--- src/rtl/disp_pkg.sv ---
// disp_pkg: shared types, seven-segment patterns and digit indices for disp_scan_h.
package disp_pkg;

   typedef logic [2:0] digit_idx_t;

   localparam logic [6:0] SEG_0    = 7'h3F;
   localparam logic [6:0] SEG_1    = 7'h06;
   localparam logic [6:0] SEG_2    = 7'h5B;
   localparam logic [6:0] SEG_3    = 7'h4F;
   localparam logic [6:0] SEG_4    = 7'h66;
   localparam logic [6:0] SEG_5    = 7'h6D;
   localparam logic [6:0] SEG_6    = 7'h7D;
   localparam logic [6:0] SEG_7    = 7'h07;
   localparam logic [6:0] SEG_8    = 7'h7F;
   localparam logic [6:0] SEG_9    = 7'h6F;
   localparam logic [6:0] SEG_DASH = 7'h40;

   localparam digit_idx_t IDX_S_LSD = 3'd0;
   localparam digit_idx_t IDX_S_MSD = 3'd1;
   localparam digit_idx_t IDX_M_LSD = 3'd2;
   localparam digit_idx_t IDX_M_MSD = 3'd3;
   localparam digit_idx_t IDX_H_LSD = 3'd4;
   localparam digit_idx_t IDX_H_MSD = 3'd5;

   function automatic logic [6:0] seg_polarity(input logic [6:0] pat, input logic active_low);
      return active_low ? ~pat : pat;
   endfunction

endpackage

--- src/rtl/seg7_dec.sv ---
// seg7_dec: BCD value to active-high {g..a} pattern; values above the digit's limit show a dash.
module seg7_dec
   import disp_pkg::*;
(
   input  logic [3:0] val_i,
   input  logic [3:0] lim_i,
   output logic [6:0] pat_o
);

   always_comb begin
      pat_o = SEG_DASH;
      if (val_i <= lim_i)
         case (val_i)
            4'd0:    pat_o = SEG_0;
            4'd1:    pat_o = SEG_1;
            4'd2:    pat_o = SEG_2;
            4'd3:    pat_o = SEG_3;
            4'd4:    pat_o = SEG_4;
            4'd5:    pat_o = SEG_5;
            4'd6:    pat_o = SEG_6;
            4'd7:    pat_o = SEG_7;
            4'd8:    pat_o = SEG_8;
            4'd9:    pat_o = SEG_9;
            default: pat_o = SEG_DASH;
         endcase
   end

endmodule

--- src/rtl/disp_scan_h.sv ---
// disp_scan_h: snapshots hh:mm:ss BCD digits and scans them onto a 6-digit seven-segment display.
// Optional DISP_BLINK_EN: the hh.mm.ss separator dots blink with disp_blink_tick.
module disp_scan_h
   import disp_pkg::*;
#(
   parameter int CLK_HZ         = 50000000,
   parameter int SCAN_HZ        = 1000,
   parameter int BLANK_CYCLES   = 500,
   parameter bit SEG_ACTIVE_LOW = 1'b1,
   parameter bit AN_ACTIVE_LOW  = 1'b1
) (
   input  logic       disp_clock,
   input  logic       disp_reset,
   input  logic       disp_load,
   input  logic [1:0] disp_h_msd,
   input  logic [3:0] disp_h_lsd,
   input  logic [2:0] disp_m_msd,
   input  logic [3:0] disp_m_lsd,
   input  logic [2:0] disp_s_msd,
   input  logic [3:0] disp_s_lsd,
   input  logic       disp_blink_tick,
   output logic [6:0] disp_seg,
   output logic       disp_dp,
   output logic [5:0] disp_an,
   output logic       disp_err
);

   localparam int DIV = CLK_HZ / SCAN_HZ;
   localparam int PW  = (DIV > 1) ? $clog2(DIV) : 1;
   localparam logic [PW-1:0] LAST    = PW'(DIV - 1);
   localparam logic [PW-1:0] BLANK   = PW'(BLANK_CYCLES);
   localparam logic [5:0]    AN_OFF  = AN_ACTIVE_LOW ? 6'h3F : 6'h00;
   localparam logic [6:0]    SEG_OFF = seg_polarity(7'h00, SEG_ACTIVE_LOW);

   if (CLK_HZ % SCAN_HZ != 0) begin : g_chk_ratio
      $fatal(1, "disp_scan_h: CLK_HZ must be a multiple of SCAN_HZ");
   end
   if (DIV < 2) begin : g_chk_div
      $fatal(1, "disp_scan_h: CLK_HZ/SCAN_HZ must be at least 2");
   end
   if (BLANK_CYCLES >= DIV) begin : g_chk_blank
      $fatal(1, "disp_scan_h: BLANK_CYCLES must be below CLK_HZ/SCAN_HZ");
   end

   logic [1:0]    h_msd_q;
   logic [3:0]    h_lsd_q;
   logic [2:0]    m_msd_q;
   logic [3:0]    m_lsd_q;
   logic [2:0]    s_msd_q;
   logic [3:0]    s_lsd_q;
   logic          err_q, err_d;
   logic [PW-1:0] presc_q, presc_d;
   digit_idx_t    idx_q, idx_d;
   logic [6:0]    seg_q, seg_d;
   logic          dp_q, dp_d;
   logic [5:0]    an_q, an_d;
   logic [3:0]    dig, lim;
   logic [6:0]    pat;
   logic          blink_on;

`ifdef DISP_BLINK_EN
   logic blink_q;
   always_ff @(posedge disp_clock or negedge disp_reset)
      if (!disp_reset) blink_q <= 1'b0;
      else if (disp_blink_tick) blink_q <= ~blink_q;
   assign blink_on = blink_q;
`else
   logic unused_blink_tick;
   assign unused_blink_tick = disp_blink_tick;
   assign blink_on = 1'b1;
`endif

   seg7_dec u_dec (.val_i(dig), .lim_i(lim), .pat_o(pat));

   // Hour tens caps at 2; other tens digits at 5; units at 9 (hours 24-29 rely on disp_err).
   always_comb begin
      dig = idx_q == IDX_S_LSD ? s_lsd_q :
            idx_q == IDX_S_MSD ? {1'b0, s_msd_q} :
            idx_q == IDX_M_LSD ? m_lsd_q :
            idx_q == IDX_M_MSD ? {1'b0, m_msd_q} :
            idx_q == IDX_H_LSD ? h_lsd_q : {2'b00, h_msd_q};
      lim = idx_q == IDX_H_MSD ? 4'd2 : idx_q[0] ? 4'd5 : 4'd9;
      presc_d = presc_q == LAST ? '0 : presc_q + 1'b1;
      idx_d = presc_q != LAST ? idx_q : idx_q == IDX_H_MSD ? IDX_S_LSD : idx_q + 3'd1;
      an_d = presc_q < BLANK ? AN_OFF : AN_OFF ^ (6'd1 << idx_q);
      seg_d = seg_polarity(pat, SEG_ACTIVE_LOW);
      dp_d = ((idx_q == IDX_M_LSD || idx_q == IDX_H_LSD) && blink_on) ^ SEG_ACTIVE_LOW;
      err_d = (disp_h_msd > 2'd2) | (disp_h_lsd > 4'd9) |
              (disp_h_msd == 2'd2 && disp_h_lsd > 4'd3) |
              (disp_m_msd > 3'd5) | (disp_s_msd > 3'd5) |
              (disp_m_lsd > 4'd9) | (disp_s_lsd > 4'd9);
   end

   always_ff @(posedge disp_clock or negedge disp_reset) begin
      if (!disp_reset) begin
         h_msd_q <= '0;
         h_lsd_q <= '0;
         m_msd_q <= '0;
         m_lsd_q <= '0;
         s_msd_q <= '0;
         s_lsd_q <= '0;
         err_q   <= 1'b0;
         presc_q <= '0;
         idx_q   <= IDX_S_LSD;
         seg_q   <= SEG_OFF;
         dp_q    <= SEG_ACTIVE_LOW;
         an_q    <= AN_OFF;
      end else begin
         if (disp_load) begin
            h_msd_q <= disp_h_msd;
            h_lsd_q <= disp_h_lsd;
            m_msd_q <= disp_m_msd;
            m_lsd_q <= disp_m_lsd;
            s_msd_q <= disp_s_msd;
            s_lsd_q <= disp_s_lsd;
            err_q   <= err_d;
         end
         presc_q <= presc_d;
         idx_q   <= idx_d;
         seg_q   <= seg_d;
         dp_q    <= dp_d;
         an_q    <= an_d;
      end
   end

   assign disp_seg = seg_q;
   assign disp_dp  = dp_q;
   assign disp_an  = an_q;
   assign disp_err = err_q;

endmodule

--- config.mk ---
export PLATFORM = sky130hd
export DESIGN_NAME = disp_scan_h
export DESIGN_NICKNAME = d
export VERILOG_FILES = /design/src/rtl/disp_pkg.sv /design/src/rtl/seg7_dec.sv /design/src/rtl/disp_scan_h.sv
export SDC_FILE = /design/constraint.sdc
export NUM_CORES = 1
export LEC_CHECK = 0
export ABC_AREA = 1
export BUFFER_PORTS_ARGS = -buffer_cell sky130_fd_sc_hd__buf_2
export CAP_MARGIN = 20
export CORE_MARGIN = 5
export CORE_UTILIZATION = 32
export DETAILED_ROUTE_END_ITERATION = 8
export PLACE_DENSITY = 0.62
export SLEW_MARGIN = 10
export SYNTH_ARGS = -nofsm -noshare
export SYNTH_HDL_FRONTEND = slang
export SYNTH_SLANG_ARGS = --single-unit
--- constraint.sdc ---
create_clock -name disp_clock -period 2.4 [get_ports disp_clock]
set_input_delay 0.36 -clock disp_clock [delete_from_list [all_inputs] [get_ports disp_clock]]
set_output_delay 0.36 -clock disp_clock [all_outputs]
set_load 0.02 [all_outputs]
==> impl_metrics.json <==
{
  "place.gp.congestion": 0.845,
  "setup_tns_ns": 0,
  "die_w_um": 103,
  "routed_wire_length_per_instance_um": 11.9,
  "synth.avg_cell_area_sq_um": 8.10,
  "synth_top_cells_by_count": "nand2_1, inv_1, dfrtp_1",
  "period_share_pct": 93.5,
  "critical_path_class": "reg -> reg",
  "netlist_area_sq_um": 2770,
  "slew-limit-headroom_pct": 53.0,
  "fp.dieArea_sq_um": 10600,
  "detailed_place_hpwl_mm": 4.64,
  "clock_power_share_pct": 28.0,
  "post_route_cells_drive_above_1_share_pct": 24.8,
  "maxCapViolations": 0,
  "worstSkewPairLatency_ns": 0.30,
  "regToRegStartpoint": "idx_q[1]",
  "ant_nets": 0,
  "drc": 0,
  "critical_path.max_fanout": 6,
  "vias_per_cell": 4.58,
  "slew_violations": 0,
  "global_routing_usage_summed_across_all_routing_layers_pct": 12.0,
  "critPathArrivalTime_ns": 2.49,
  "finalWirelength_mm": 6.00,
  "io_buffer_count": 37,
  "worstMarginPinSlew_ns": 0.697,
  "filler_cell_count": 882,
  "critPathLaunch": "idx_q[1]",
  "cts_htree_levels": 2,
  "antenna_found_initial": 0,
  "synth-main-ff-cell": "dfrtp_1",
  "areaGrowthSynthToFinish_pct": 19.3,
  "switchingPower_w": 0.000462,
  "fin_ws_ns": 0.155,
  "sinks_on_clock_net": 54,
  "global_route.usage.met3_pct": 2.30,
  "grt_overflow": 0,
  "routed-via-count": 2304,
  "synth-edff-count": 0,
  "worstPathRequired_ns": 2.65,
  "vias_in_the_first_global_route": 2212,
  "die_height_um": 103,
  "synth_warnings": 0,
  "worst_hold_path_type": "in -> reg",
  "syn-instance-count": 342,
  "max_incr_delay_on_cp_ns": 0.41,
  "floorplan.core_area_sq_um": 8590,
  "timing.critical_path.slowest_stage_cell": "dfrtp_1",
  "comb_power_share_pct": 14.9,
  "detail_route.iter0.violations": 132,
  "grt.busiest_layer": "met2",
  "crit_chain": "buf_4 -> nor2_4 -> nand2_2 -> nand2_1 -> nand3_1 -> nand3_1 -> nand2_1 -> nand2_2 -> nand2_2 -> ha_4 -> inv_1 -> nor2_1 -> o21ai_0 -> a32o_2 -> buf_4 -> nand3_1",
  "power.share.sequential_pct": 57.1,
  "cts_tree": "yes",
  "internal_power_w": 0.00128,
  "fin_crit_ns": 2.24,
  "worstSetupEndpointType": "register",
  "synthMostInstantiatedCell": "nand2_1",
  "clk_pin_slew_ns": 0.10,
  "grt_first_pass_wirelength_mm": 10.2,
  "synthesis.nets": 377,
  "groute.layer.met1.usage_pct": 15.8,
  "final_net_count": 429,
  "synth_top_cells_by_area": "dfrtp_1, nand2_1, dfstp_2",
  "count_of_state_elements_after_synthesis": 54,
  "power_per_cell_area_nw_per_um2": 527,
  "gr-usage-met2_pct": 19.7,
  "cts_buffer_depth": 2,
  "maxClockFrequency_mhz": 446,
  "drt_pass1_iterations": 4,
  "irDropWorstVdd_mv": 0.215,
  "standard_cell_rows": 34,
  "cts_buffers": 5,
  "leakagePower_nw": 1.67,
  "grt_setup_unrepaired": "no",
  "run_status": "completed",
  "synth-seq-area-share_pct": 49.4,
  "preCtsSetupSlack_ns": -0.0115,
  "final-hold-violation-count": 0,
  "io-pin-count": 39,
  "antenna_cells_inserted": 0,
  "switching_share_pct": 26.5,
  "yosysTopAreaCell": "dfrtp_1",
  "startpoint_types": "register",
  "place_inst": 490,
  "synth.top_cell.area_share_pct": 36.1,
  "synth.lib_cells_used.distinct": 32,
  "asyncSetResetFlopFracSynth_pct": 100,
  "post_layout_nonfiller_instances": 503,
  "cts-root-buf": "clkbuf_8",
  "grt_max_degree": 48,
  "initial_core_util_pct": 32.3,
  "fin_worst_skew_ns": 0.00901,
  "worstHoldStart": "disp_h_lsd[0]",
  "setup_viol_count_final": 0
}
==> worst max-delay path, delay by kind of cell, from the launching register on <==
kind | cells | cell delay, ns
simple gates | 10 | 0.82
buf+inv | 3 | 0.35
fa+ha+maj | 1 | 0.28
compound gates | 2 | 0.33
flops | 1 | 0.41
==> power groups by stage <==
| stage | Combinational [W] | Sequential [W] | Clock, W |
|---|---|---|---|
| floorplan | 0.000116 | 0.00104 | 0 |
| global placement | 0.000246 | 0.00101 | 0 |
| detailed placement | 0.000253 | 0.00101 | 0 |
| CTS | 0.000255 | 0.000997 | 0.000511 |
| global route | 0.000294 | 0.00100 | 0.000547 |
| finish | 0.000260 | 0.000996 | 0.000487 |
==> sequential cells by signal (all words and copies together) (netlist names) <==
signal / flops
disp_seg: 7
presc_q: 16
idx_q: 3
m_lsd_q: 4
disp_an: 6
m_msd_q: 3
s_lsd_q: 4
disp_dp: 1
disp_err: 1
h_msd_q: 2
h_lsd_q: 4
s_msd_q: 3
==> through the flow <==
stage	hold WS (ns)	area (sq um)	util, %	total power, W
final	0.248	3310	38.5	0.00174
after global routing	0.266	3310	38.5	0.00184
after CTS	0.243	3240	37.7	0.00176
after detailed placement	0.227	3140	36.6	0.00127
after global placement	0.228	3140	36.6	0.00126
after floorplan	0.0644	2770	-	0.00116
==> final timing paths <==
kind                          endpoint  slack (ns)  depth (start not counted)
max                        disp_seg[4]        0.16                         16
min                         h_lsd_q[0]        0.25                          3
max reg2reg                disp_seg[4]        0.16                         16
min reg2reg                 presc_q[0]        0.48                          1
max in group asynchronous   disp_an[5]        1.41                          3
min in group asynchronous   presc_q[9]        0.44                          2
==> metal layers <==
layer | vias up | wire [um]
met4 | 0 | 123
li1 | 1184 | -
met3 | 9 | 250
met5 | - | 0
met1 | 1072 | 2830
met2 | 39 | 2790
==> what timing repair did <==
| action | 4_1_cts | 5_1_grt |
|---|---|---|
| hold buffers | 1 | 0 |
| pin swaps | 0 | 2 |
| setup endpoints to repair | 7 | 7 |
| gates resized for setup | 1 | 8 |
| buffers inserted | 1 | 3 |
| endpoints found under the hold margin | 7 | 0 |
==> cells in the final DEF, fill, tap and decap left out, drive strengths merged <==
cell | synthesis | routed
a32o | 1 | 1
clkinv | 0 | 2
o21a | 1 | 1
nor4 | 3 | 3
nor3 | 4 | 4
a31oi | 2 | 2
o31ai | 2 | 2
a22o | 1 | 1
buf | 1 | 50
dfstp | 14 | 14
dlygate4sd3 | 0 | 1
clkbuf | 5 | 6
nand4 | 5 | 5
ha | 11 | 11
a21oi | 8 | 8
xor2 | 6 | 6
nand3 | 24 | 24
o22ai | 1 | 1
xnor2 | 1 | 1
o21ai | 21 | 21
inv | 49 | 49
nand2 | 111 | 111
dfrtp | 40 | 40
nor2 | 31 | 31
==> cell families after synthesis <==
kind of cell	Yosys count	synth area share (%)
and+or+nand+nor	178	27.8
buffers and inverters	55	7.81
adders and majority gates	11	4.97
xor gates and xnor gates	7	2.21
AOI/OAI and AO/OA	37	7.81
DFF	54	49.4
==> area by class of cell <==
class	count	area (sq um)	area share, %
flip-flops and latches	54	1370	41.4
inverters	49	186	5.64
well taps	108	135	4.09
clock inverters	2	10.0	0.303
multi-input cells	233	1230	37.1
repair buffers	51	305	9.24
clock buffers	6	72.6	2.20
Note: power is estimated with default switching activity, not from simulation.
